<file path="config.mk">
export PLATFORM = sky130hd
export DESIGN_NAME = sw_seq_feeder
export DESIGN_NICKNAME = d
export VERILOG_FILES = /design/src/rtl/sw_pkg.sv /design/src/rtl/sw_sym_buf.sv /design/src/rtl/sw_seq_feeder.sv
export SDC_FILE = /design/constraint.sdc
export NUM_CORES = 1
export LEC_CHECK = 0
export ABC_CLOCK_PERIOD_IN_PS = 2900
export CORE_ASPECT_RATIO = 1.1
export CORE_MARGIN = 2
export CORE_UTILIZATION = 42
export CTS_BUF_LIST = sky130_fd_sc_hd__clkbuf_8
export DETAILED_ROUTE_END_ITERATION = 10
export PLACE_DENSITY_LB_ADDON = 0.15
export SETUP_SLACK_MARGIN = 0.2
export SYNTH_ARGS = -nofsm -noshare
export SYNTH_HDL_FRONTEND = slang
export SYNTH_SLANG_ARGS = --single-unit
</file>
<file path="constraint.sdc">
create_clock -name clk -period 2.9 [get_ports clk]
set_input_delay 0.58 -clock clk [delete_from_list [all_inputs] [get_ports clk]]
set_output_delay 0.58 -clock clk [all_outputs]
set_load 0.1 [all_outputs]
</file>
<file path="src/rtl/sw_pkg.sv">
// Shared types and constants for the Smith-Waterman sequence feeder.
// TIMEOUT_LIMIT is only used when SW_FEEDER_TIMEOUT_EN is defined.
package sw_pkg;
  typedef enum logic [1:0] {ST_IDLE, ST_SEND, ST_WAIT, ST_DONE} state_t;
  typedef logic [1:0] sym_t;
  localparam int LEN_REF       = 64;
  localparam int LEN_QUERY     = 48;
  localparam int TIMEOUT_LIMIT = 4095;
endpackage

</file>
<file path="src/rtl/sw_sym_buf.sv">
// Depth x 2-bit symbol register file: one write port, combinational read.
// Out-of-range writes are dropped; out-of-range reads return 2'b00.
module sw_sym_buf
  import sw_pkg::*;
#(
  parameter int DEPTH = 64,
  parameter int AW    = 6
) (
  input  logic          i_clk,
  input  logic          i_rst_n,
  input  logic          i_wr_en,
  input  logic [AW-1:0] i_wr_addr,
  input  sym_t          i_wr_data,
  input  logic [AW-1:0] i_rd_addr,
  output sym_t          o_rd_data
);
  localparam int        DW      = DEPTH;
  localparam logic [AW:0] DEPTH_W = DW[AW:0];

  sym_t r_mem [DEPTH];
  logic w_wr_hit;
  logic w_rd_hit;

  assign w_wr_hit = i_wr_en && ({1'b0, i_wr_addr} < DEPTH_W);
  assign w_rd_hit = {1'b0, i_rd_addr} < DEPTH_W;

  always_ff @(posedge i_clk or negedge i_rst_n) begin
    if (!i_rst_n) begin
      for (int i = 0; i < DEPTH; i++) r_mem[i] <= 2'b00;
    end else if (w_wr_hit) begin
      r_mem[i_wr_addr] <= i_wr_data;
    end
  end

  assign o_rd_data = w_rd_hit ? r_mem[i_rd_addr] : 2'b00;
endmodule

</file>
<file path="src/rtl/sw_seq_feeder.sv">
// Streams host-loaded ref/query symbols to a serial aligner and captures its result.
// Optional WAIT watchdog enabled by defining SW_FEEDER_TIMEOUT_EN.
module sw_seq_feeder #(
  parameter int WIDTH_SCORE     = 8,
  parameter int WIDTH_POS_REF   = 7,
  parameter int WIDTH_POS_QUERY = 6,
  parameter int LEN_REF         = sw_pkg::LEN_REF,
  parameter int LEN_QUERY       = sw_pkg::LEN_QUERY
) (
  input  logic                       clk,
  input  logic                       reset,
  input  logic                       wr_en,
  input  logic                       wr_sel,
  input  logic [5:0]                 wr_addr,
  input  logic [1:0]                 wr_data,
  input  logic                       start,
  output logic                       busy,
  output logic                       done,
  output logic                       err,
  output logic                       valid,
  output logic [1:0]                 data_ref,
  output logic [1:0]                 data_query,
  input  logic                       finish,
  input  logic [WIDTH_SCORE-1:0]     max,
  input  logic [WIDTH_POS_REF-1:0]   pos_ref,
  input  logic [WIDTH_POS_QUERY-1:0] pos_query,
  output logic [WIDTH_SCORE-1:0]     res_max,
  output logic [WIDTH_POS_REF-1:0]   res_pos_ref,
  output logic [WIDTH_POS_QUERY-1:0] res_pos_query
);
  import sw_pkg::*;

  localparam int            IW      = $clog2(LEN_REF + 1);
  localparam int            LR      = LEN_REF;
  localparam int            LQ      = LEN_QUERY;
  localparam logic [IW-1:0] IDX_END = LR[IW-1:0];
  localparam logic [IW-1:0] QRY_END = LQ[IW-1:0];

  state_t                     r_state;
  logic [IW-1:0]              r_idx;
  logic                       r_busy, r_done, r_valid;
  sym_t                       r_data_ref, r_data_query;
  logic [WIDTH_SCORE-1:0]     r_res_max;
  logic [WIDTH_POS_REF-1:0]   r_res_pos_ref;
  logic [WIDTH_POS_QUERY-1:0] r_res_pos_query;

  logic       w_wr_ok, w_we_ref, w_we_qry;
  logic [5:0] w_rd_addr;
  sym_t       w_ref_rd, w_qry_rd, w_ref_sym, w_qry_sym, w_qry_out;

  assign w_wr_ok   = (r_state == ST_IDLE) || (r_state == ST_DONE);
  assign w_we_ref  = w_wr_ok && wr_en && !wr_sel;
  assign w_we_qry  = w_wr_ok && wr_en && wr_sel;
  // r_idx is parked at 0 outside SEND, so it doubles as the read address for the start cycle.
  assign w_rd_addr = 6'(r_idx);

  sw_sym_buf #(.DEPTH(LEN_REF), .AW(6)) u_ref_buf (
    .i_clk(clk), .i_rst_n(reset), .i_wr_en(w_we_ref), .i_wr_addr(wr_addr),
    .i_wr_data(wr_data), .i_rd_addr(w_rd_addr), .o_rd_data(w_ref_rd)
  );

  sw_sym_buf #(.DEPTH(LEN_QUERY), .AW(6)) u_qry_buf (
    .i_clk(clk), .i_rst_n(reset), .i_wr_en(w_we_qry), .i_wr_addr(wr_addr),
    .i_wr_data(wr_data), .i_rd_addr(w_rd_addr), .o_rd_data(w_qry_rd)
  );

  // Forward a write landing with start so the first symbol already reflects it.
  assign w_ref_sym = (w_we_ref && (wr_addr == w_rd_addr)) ? wr_data : w_ref_rd;
  assign w_qry_sym = (w_we_qry && (wr_addr == w_rd_addr)) ? wr_data : w_qry_rd;
  assign w_qry_out = (r_idx < QRY_END) ? w_qry_sym : 2'b00;

`ifdef SW_FEEDER_TIMEOUT_EN
  localparam int          TL        = TIMEOUT_LIMIT - 1;
  localparam logic [11:0] WAIT_LAST = TL[11:0];
  logic [11:0] r_wait_cnt;
  logic        r_err;
  assign err = r_err;
`else
  assign err = 1'b0;
`endif

  always_ff @(posedge clk or negedge reset) begin
    if (!reset) begin
      r_state         <= ST_IDLE;
      r_idx           <= '0;
      r_busy          <= 1'b0;
      r_done          <= 1'b0;
      r_valid         <= 1'b0;
      r_data_ref      <= 2'b00;
      r_data_query    <= 2'b00;
      r_res_max       <= '0;
      r_res_pos_ref   <= '0;
      r_res_pos_query <= '0;
`ifdef SW_FEEDER_TIMEOUT_EN
      r_wait_cnt      <= '0;
      r_err           <= 1'b0;
`endif
    end else begin
      case (r_state)
        ST_IDLE, ST_DONE: begin
          if (start) begin
            r_state         <= ST_SEND;
            r_busy          <= 1'b1;
            r_done          <= 1'b0;
            r_res_max       <= '0;
            r_res_pos_ref   <= '0;
            r_res_pos_query <= '0;
            r_valid         <= 1'b1;
            r_data_ref      <= w_ref_sym;
            r_data_query    <= w_qry_out;
            r_idx           <= r_idx + 1'b1;
`ifdef SW_FEEDER_TIMEOUT_EN
            r_err           <= 1'b0;
`endif
          end
        end
        ST_SEND: begin
          if (r_idx == IDX_END) begin
            r_state      <= ST_WAIT;
            r_valid      <= 1'b0;
            r_data_ref   <= 2'b00;
            r_data_query <= 2'b00;
            r_idx        <= '0;
`ifdef SW_FEEDER_TIMEOUT_EN
            r_wait_cnt   <= '0;
`endif
          end else begin
            r_data_ref   <= w_ref_sym;
            r_data_query <= w_qry_out;
            r_idx        <= r_idx + 1'b1;
          end
        end
        ST_WAIT: begin
          if (finish) begin
            r_state         <= ST_DONE;
            r_busy          <= 1'b0;
            r_done          <= 1'b1;
            r_res_max       <= max;
            r_res_pos_ref   <= pos_ref;
            r_res_pos_query <= pos_query;
          end
`ifdef SW_FEEDER_TIMEOUT_EN
          else if (r_wait_cnt == WAIT_LAST) begin
            r_state <= ST_DONE;
            r_busy  <= 1'b0;
            r_done  <= 1'b1;
            r_err   <= 1'b1;
          end else begin
            r_wait_cnt <= r_wait_cnt + 1'b1;
          end
`endif
        end
        default: r_state <= ST_IDLE;
      endcase
    end
  end

  assign busy          = r_busy;
  assign done          = r_done;
  assign valid         = r_valid;
  assign data_ref      = r_data_ref;
  assign data_query    = r_data_query;
  assign res_max       = r_res_max;
  assign res_pos_ref   = r_res_pos_ref;
  assign res_pos_query = r_res_pos_query;
endmodule

</file>
# After elaboration in Yosys (flattened, before gate mapping)
# Cells that the tools add are included.
# classes
n_addsub,1
order_cmp,6
n_eq_ne,8
mux,44
n_bitwise,2
reduce_logical,17
# ops
cell,count
128-bit bitwise mux,1
96-bit bitwise mux,1
2-bit 2-to-1 mux,16
7-bit 2-to-1 mux,4
7-bit one-hot mux with 2 select lines,2
2-bit binary-select mux with 6-bit select,2
8-bit 2-to-1 mux,2
8-bit one-hot mux with 2 select lines,1
7-bit greater-or-equal comparator (second input constant),2
6-bit inverter with 7-bit output,2
2-bit demux with 6-bit select,1
6-bit less-than comparator (second input constant),2
6-bit 2-to-1 mux,2
6-bit one-hot mux with 2 select lines,1
3-bit AND reduction,3
2-bit one-hot mux with 2 select lines,2
7-bit by 1-bit adder with 7-bit output (second input constant),1
7-bit == test (second input constant),1
1-bit logical AND,7
7-bit by 1-bit less-than comparator with 1-bit output (second input constant),1
7-bit by 6-bit less-than comparator with 1-bit output (second input constant),1
6-bit == test,1
2-bit inequality test (second input constant),3
1-bit one-hot mux with 2 select lines,3
other kinds (10),16
# totals
register_bits,261
elab_cells,200

# Logic depth before layout (Yosys ltp)
# logic_depth
word_depth,9
depth_mapped,10
ltp_nobuf,8

# By module
# From an unflattened synthesis, not the netlist that was laid out.
# unflattened
hier_cells,1019
hier_area_um2,12922.4
# modules_own_cells
module,instances,cells_per_inst,area_each_um2,seq_area_each_um2
sw_sym_buf at u_ref_buf,1,499,6364.9,3203.1
sw_sym_buf at u_qry_buf,1,365,4777.1,2402.3
sw_seq_feeder,1,155,1780.5,925.9

# Worst setup path after synthesis
# Ideal clock, no wire load.
# synth_timing
path_type,reg-to-reg
from,register r_idx[1]
to,register r_data_query[0] (netlist: data_query[0])
setup_time_ps,96
arrival_ps,2093
path_slack_ps,712
path_stages_with_launch,11
n_path_buf,3
cell_sequence,dfrtp_1 -> buf_4 -> buf_6 -> buf_4 -> inv_1 -> ha_1 -> and4_1 -> a21o_1 -> nor3b_1 -> a21oi_1 -> a311oi_2
# synth_via
elab_chain_cells,9
word_cells_on_any_way,15
classes_between,order compare: 2; eq/ne: 2; mux: 9; bitwise: 1; reduce/logical: 1
# synth_lines
item,line,rtl
from (decl),sw_seq_feeder.sv:40,logic [IW-1:0] r_idx;
from (signal assigned),sw_seq_feeder.sv:111,r_idx <= r_idx + 1'b1;
from (signal assigned),sw_seq_feeder.sv:130,r_idx <= r_idx + 1'b1;
6-bit inverter with 7-bit output (not written as such),sw_sym_buf.sv:35,assign o_rd_data = w_rd_hit ? r_mem[i_rd_addr] : 2'b00;
2-bit binary-select mux with 6-bit select,sw_sym_buf.sv:35,
2-bit 2-to-1 mux (not written as such) (2 in series),sw_sym_buf.sv:35,
2-bit 2-to-1 mux,sw_sym_buf.sv:35,
2-bit 2-to-1 mux,sw_seq_feeder.sv:69,assign w_qry_sym = (w_we_qry && (wr_addr == w_rd_addr)) ? wr_data : w_qry_rd;
2-bit 2-to-1 mux,sw_seq_feeder.sv:70,assign w_qry_out = (r_idx < QRY_END) ? w_qry_sym : 2'b00;
2-bit 2-to-1 mux (on tied branches),"sw_seq_feeder.sv:118, sw_seq_feeder.sv:101",
2-bit one-hot mux with 2 select lines *,sw_seq_feeder.sv:99,case (r_state)
to (signal assigned),sw_seq_feeder.sv:110,r_data_query <= w_qry_out;
to (signal assigned),sw_seq_feeder.sv:129,r_data_query <= w_qry_out;
to (decl),sw_seq_feeder.sv:42,"sym_t r_data_ref, r_data_query;"
# Every way passes the cells marked *; elsewhere a longest branch is shown, timed or not. The select of a mux whose other input is x is not followed.
# A chain may end at the register's enable or synchronous reset.

# Worst setup path in the final report
# layout_timing
from,register r_idx[1]
to,register r_data_ref[0] (netlist: data_ref[0])
# layout_via
elab_chain_cells,7
word_cells_on_any_way,11
classes_between,eq/ne: 2; mux: 7; bitwise: 1; reduce/logical: 1
# layout_lines
item,line,rtl
6-bit inverter with 7-bit output (not written as such),sw_sym_buf.sv:35,
2-bit binary-select mux with 6-bit select,sw_sym_buf.sv:35,
2-bit 2-to-1 mux (not written as such) (2 in series),sw_sym_buf.sv:35,
2-bit 2-to-1 mux,sw_seq_feeder.sv:68,assign w_ref_sym = (w_we_ref && (wr_addr == w_rd_addr)) ? wr_data : w_ref_rd;
2-bit 2-to-1 mux (on tied branches),"sw_seq_feeder.sv:118, sw_seq_feeder.sv:101",
2-bit one-hot mux with 2 select lines *,sw_seq_feeder.sv:99,
to (signal assigned),sw_seq_feeder.sv:109,r_data_ref <= w_ref_sym;
to (signal assigned),sw_seq_feeder.sv:128,r_data_ref <= w_ref_sym;
to (decl),sw_seq_feeder.sv:42,
# Marks and branches as above.

==> flow_summary.toml <==
[synth]
ys_warn_count = 0
synth_top_family_by_area = "multiplexers"
synth-adder-area-share_pct = 0.493
synth_seq_area_share_pct = 51.5
synth_largest_area_cell = "dfrtp_1"
synth.distinct_cells = 56
muxShareOfSynthArea_pct = 31.1
ys.flop_type = "dfrtp_1"
synth_top_area_share_pct = 51.5
synthArstFlopShare_pct = 100
yosys-top-cells-count = "261 x dfrtp_1, 237 x mux2_2, 96 x nor2_1, 79 x nand2_1, 39 x mux4_2"
synth_edf_count = 0
synth_xor_xnor_area_share_pct = 0.690
ys_ff_latch = 261
syn_area_per_cell_um2 = 13.0
synth-compound-area-share_pct = 4.56
synth_cells = 973
synthesis.nets = 1013
synthSimpleGateAreaFrac_pct = 8.75
synth_area_mm2 = 0.0127
synth_area_leaders = "dfrtp_1 51%, mux2_2 21%, mux4_2 6.9%, nor2_1 2.8%, nand2_1 2.3%"
yosysMostFrequentCell = "dfrtp_1"

[worst_setup_path]
critical-path-top-delay-family = "flip-flops"
r2r.worst_path.cells = 7
crit_slowest_cell = "dfrtp_4"
cp.arrival_ns = 2.80
cp.buffers_inverters = 1
worstPathMaxFanout = 20
r2r_slack_ns = 0.53
criticalPathCategory = "flop to flop"
timing.rr.end = "data_ref[0]$_DFFE_PN0P_"
crit_path_frequent_cell = "a211oi_1"
required_ns = 3.33
cp-start-kind = "flop"
setup.worst_path.end_class = "flop"
worstPathCellList = "buf_12 > mux4_2 > nor2b_1 > a211oi_1 > a211oi_1 > nor2_1 > a31oi_1"
slowest_delay_ns = 0.65
r2r_start = "r_idx[1]$_DFFE_PN0P_"

[pwr]
seqPwrFrac_pct = 36.4
internal_power_uw = 7900
power.leakage_uw = 0.00702
power.switching_uw = 5100
power_density_mw_per_mm2 = 881
ir_worst_vdd_mv = 0.482
pwr-share-comb_pct = 38.2
p_clk_share_pct = 25.3
switching_share_pct = 39.2

[finish]
drive_gt1_share_pct = 39.5
nets = 1114
multi_input_area_mm2 = 0.00579
regArea_mm2 = 0.00654
final_core_util_pct = 49.8
nFillCells = 2654
antennaDiodeCount = 0
layout-area-overhead-vs-synth_pct = 16.3

[detailed_routing]
routed_wl_mm = 32.2
drt-pass1-iter-count = 4
drc = 0
drtIter0Drc = 442
viasPerCell = 5.57
drtAntennaViolNets = 0
wl_per_cell_um = 21.8
route.vias.total = 8238

[clock_network]
cts_hold_buf = 1
ctsResizeCount = 0
clock_sinks = 261
clkTransAtPathRegs_ns = 0.06
cts_buffer_depth = 3
htree_levels = 2
clock_latency_ns = 0.57
cts_tree = "yes"
cts_buffers = 47
postCtsSetupRepairBufs = 0
root_buffer = "clkbuf_8"

[grt]
overflow = 0
grt_pass1_vias = 8692
grt_max_degree = 78
grt.total_usage_pct = 21.0
antenna_found_initial = 0
grt_pass1_wl_mm = 51.0

[sta]
clock_skew_ns = 0.0243
period_share_pct = 81.6
drv_slew = 0
grt_setup_unrepaired = "no"
slew_headroom_pct = 57.9
layout_min_cycle_time_ns = 2.37
setup_viol = 0
max_freq_mhz = 422
whs_ns = 0.497
hold_violations = 0
tightest_slew_ns = 0.631

[outcome]
status = "complete, no violations"

[worst_hold_path]
worstHoldStart = "u_qry_buf.r_mem[9]$_DFFE_PN0P_"
hold_depth = 1
min_delay_worst_endpoint = "u_qry_buf.r_mem[9]$_DFFE_PN0P_"
hp-class = "flop to flop"

[die]
coreArea_mm2 = 0.0296
core.rowCount = 66
fp.dieW_um = 170
initial_utilization_pct = 42.8
die_h_um = 186
die-area_mm2 = 0.0316
io_pins = 64

[run]
cap_viol_max_count = 0

[placed_design]
portBuffers = 62
gp_congestion = 0.798
hpwl_mm = 21.5
stage by stage:
step	power [uW]	std cells	cell area [um^2]	worst slack (ns)	TNS [ns]
3_5_place_dp	9790	1398	13800	-0.00120	-0.00120
2_1_floorplan	8360	973	12700	0.712	0
3_3_place_gp	9770	1398	13800	0.0786	0
5_1_grt	13700	1479	14800	0.464	0
6_report	13000	1479	14800	0.532	0
4_1_cts	13200	1479	14800	0.537	0
sequential cells by signal, summed over array words and instances (netlist names):
| signal | cells |
|---|---|
| res_pos_query | 6 |
| done | 1 |
| u_ref_buf.r_mem | 128 |
| data_query | 2 |
| data_ref | 2 |
| res_max | 8 |
| r_idx | 7 |
| valid | 1 |
| res_pos_ref | 7 |
| u_qry_buf.r_mem | 96 |
| busy | 1 |
| r_state | 2 |
worst register-to-register path, cell delays in order, from the launching register on:
cell,delay [ns]
dfrtp_4,0.65
buf_12,0.25
mux4_2,0.53
nor2b_1,0.14
a211oi_1,0.29
a211oi_1,0.12
nor2_1,0.16
a31oi_1,0.11
worst max path at each step:
stage                                 from                                to  slack [ns]  cells past startpoint
finish                r_idx[1]$_DFFE_PN0P_           data_ref[0]$_DFFE_PN0P_        0.53                      7
CTS                   r_idx[1]$_DFFE_PN0P_           data_ref[0]$_DFFE_PN0P_        0.54                      7
global placement                wr_addr[0]  u_ref_buf.r_mem[109]$_DFFE_PN0P_        0.08                      5
detailed placement              wr_addr[1]   u_ref_buf.r_mem[60]$_DFFE_PN0P_      -0.001                      5
global route        r_state[0]$_DFFE_PN0P_              r_idx[6]$_DFFE_PN0P_        0.46                     10
floorplan             r_idx[1]$_DFFE_PN0P_         data_query[0]$_DFFE_PN0P_        0.71                     10
cell families after synthesis:
kind of cell | count (synthesis)
AO/OA/AOI/OAI | 77
XOR/XNOR | 10
adder cells (fa/ha/maj) | 5
buffers and inverters | 70
flip-flops | 261
multiplexers | 305
other | 1
AND/OR/NAND/NOR | 244
area by class of cell:
class                      count  share of cell area, %
clock buffer                  59                   5.50
clock inverter                21                  0.551
inverter                       8                  0.204
multi-input combinational    642                   39.3
sequential                   261                   44.3
tap                          374                   3.17
timing repair buffer         114                   6.99
placed cells by master (no fill, tap or decap), types with 5 or more instances in the layout:
cell type        instances
dfrtp_1                258
mux2_2                 237
nor2_1                  96
nand2_1                 79
buf_4                   74
clkbuf_8                59
mux4_2                  39
clkdlybuf4s50_1         31
inv_1                   26
mux2i_1                 22
a22o_1                  22
o21ai_0                 13
nand3_1                  9
xor2_1                   8
nor3_1                   7
nor2b_1                  7
mux4_1                   7
buf_12                   7
nor3b_1                  6
or2_2                    6
a21oi_1                  6
a211oi_1                 6
and3_1                   5
nand3b_1                 5
ha_1                     5
power groups by stage:
stage | Combinational [uW] | Sequential [uW] | Clock [uW]
detailed placement | 5000 | 4800 | 0
global placement | 4990 | 4780 | 0
finish | 4970 | 4740 | 3290
global route | 5290 | 4810 | 3590
CTS | 5010 | 4740 | 3400
floorplan | 2580 | 5780 | 0
per-layer routing:
layer | track usage [%] | share of wire, % | up-vias | routed length (um)
met2 | 34.9 | 48 | 160 | 15500
met3 | 3.58 | 4.2 | 35 | 1340
met1 | 28.8 | 46 | 4311 | 14900
met4 | 5.57 | 1.4 | 0 | 449
li1 | - | - | 3732 | -
met5 | 0 | 0 | - | 0
(Power assumes the default switching activity.)
==> RTL change, RTL diff (same flow settings) <==
Register the input `finish` before use, cleared by the reset. The logic sees it one clock later. The other inputs are not delayed to match.
--- a/src/rtl/sw_seq_feeder.sv
+++ b/src/rtl/sw_seq_feeder.sv
@@ -36,4 +36,14 @@
   localparam logic [IW-1:0] IDX_END = LR[IW-1:0];
   localparam logic [IW-1:0] QRY_END = LQ[IW-1:0];
+
+  logic finish_q;
+
+  always_ff @(posedge clk or negedge reset) begin
+    if (!reset) begin
+      finish_q <= '0;
+    end else begin
+      finish_q <= finish;
+    end
+  end
 
   state_t                     r_state;
@@ -132,5 +142,5 @@
         end
         ST_WAIT: begin
-          if (finish) begin
+          if (finish_q) begin
             r_state         <= ST_DONE;
             r_busy          <= 1'b0;
Behaviour: same outputs for any inputs over 4 cycles, from zero or initial values and one cycle with reset low; that may be too few to reach the edited logic, so the function may still have changed.
==> RTL change against the original RTL <==
Clock power rose by 7.9%; wire length decreased by 0.53%; utilization grew 0.14 points; total power is 1.4% higher; synthesized cell count fell by 1.2%; sequential share of layout area barely moved; first-iteration DRC count is 15% higher; largest power group unchanged; cell area up 0.29%; critical path type unchanged; area after synthesis is 0.32% lower; sequential power increased by 1%; non-clock buffer count down 4; sequential cell count grew 1; critical path depth stayed put; setup slack got worse by 77 ps.
==> RTL change: results <==
group,metric,value,unit
timing,hold_ws,466,ps
place,post_dp_cell_area,0.0138,mm^2
setup_path,r2r_end,"u_ref_buf.r_mem[99]",
global_routing,use_met1,28.4,%
timing,slew_headroom,50.7,%
route,drtIter0Drc,508,
run_status,run_status,"completed",
route,vias,8197,
setup_path,arrival,2890,ps
route,routedWlPerCell,21.8,um
min_path,hp-class,"in -> reg",
cells_and_area,drive_gt1_share,40.4,%
setup_path,critPathMaxStageDelay,430,ps
global_routing,grtUsageTotal,20.9,%
global_routing,grt_util_met2,34.7,%
route,drt_pre_antenna_iters,5,
global_routing,grt_pass1_vias,8444,
yosys,ys_seq_area_share,51.8,%
setup_path,cp_slowest_cell,"nand2_1",
clock_network,cts_buffers,46,
place,place.gp.congestion,0.831,
cells_and_area,final_nets,1097,
yosys,syn-num-nets,1001,
power_and_ir_drop,leakage,6.94,nW
min_path,hold_path_startpoint,"finish",
place,place_ws,19.4,ps
power_and_ir_drop,vdd_ir_drop_max,0.305,mV
yosys,synthTopCellsByArea,"dfrtp_1 52%, mux2_2 20%, mux4_2 9.4%",
[RTL change: changes by cell type after synthesis, sizes merged, moves of 5 or more]
cell / change
nand2: +13
mux2: -11
mux4: +7
xnor2: +7
xor2: -7
nor2: -6
a211oi: -5
o21ai: -5
[RTL change: power breakdown]
group | internal [mW] | leakage (nW) | switching, mW
combinational | 1.79 | 2.80 | 3.04
clock | 2.02 | 0.564 | 1.53
sequential | 4.28 | 3.58 | 0.525
[RTL change: per-stage QoR]
stage,instances,util (%)
2_1_floorplan,961,-
3_3_place_gp,1382,46.6
3_5_place_dp,1382,46.6
4_1_cts,1467,49.9
5_1_grt,1467,49.9
6_report,1467,49.9
[RTL change: layer usage]
metal,share of wire (%),up-vias,routed length [um]
met5,0,-,0
met4,1.9,0,595
met3,5.3,50,1690
met2,49,195,15600
met1,44,4256,14100
li1,-,3696,-
[RTL change: timing repair]
action | 4_1_cts | 5_1_grt
setup endpoints to repair | 0 | 0
setup buffers | 0 | 0
hold buffers | 1 | 0
gates resized for setup | 0 | 0
hold endpoints to repair | 59 | 0
[RTL change: how the worst max path moves through the flow]
stage,from,to,slack (ps)
floorplan,r_state[0],u_ref_buf.r_mem[14],830
global route,r_state[0],u_ref_buf.r_mem[3],240
finish,r_state[0],u_ref_buf.r_mem[99],450
detailed placement,wr_addr[1],u_ref_buf.r_mem[66],20
CTS,r_idx[1],data_ref[1],470
global placement,wr_addr[1],u_ref_buf.r_mem[66],40
[RTL change: layout make-up]
class	instances	area, um^2	area share, %
Sequential cell	262	6560	44.3
Multi-Input combinational cell	629	5740	38.8
Timing Repair Buffer	110	1010	6.85
Clock buffer	63	867	5.86
Tap cell	374	468	3.16
Clock inverter	21	114	0.770
Inverter	8	30.0	0.203
[RTL change: critical path, delay by kind of cell (launching register included)]
kind / cells / cell delay (ps)
fa+ha+maj: 1 / 350
buf+inv: 1 / 60
flops: 1 / 390
mux: 1 / 360
simple gates: 4 / 1140
[RTL change: cells by family after synthesis]
kind of cell,synth area share [%]
compound gates,3.77
xor+xnor,0.693
fa+ha+maj,0.495
buf+inv,2.75
flops,51.8
mux,31.3
other cells,0.0297
simple gates,9.16
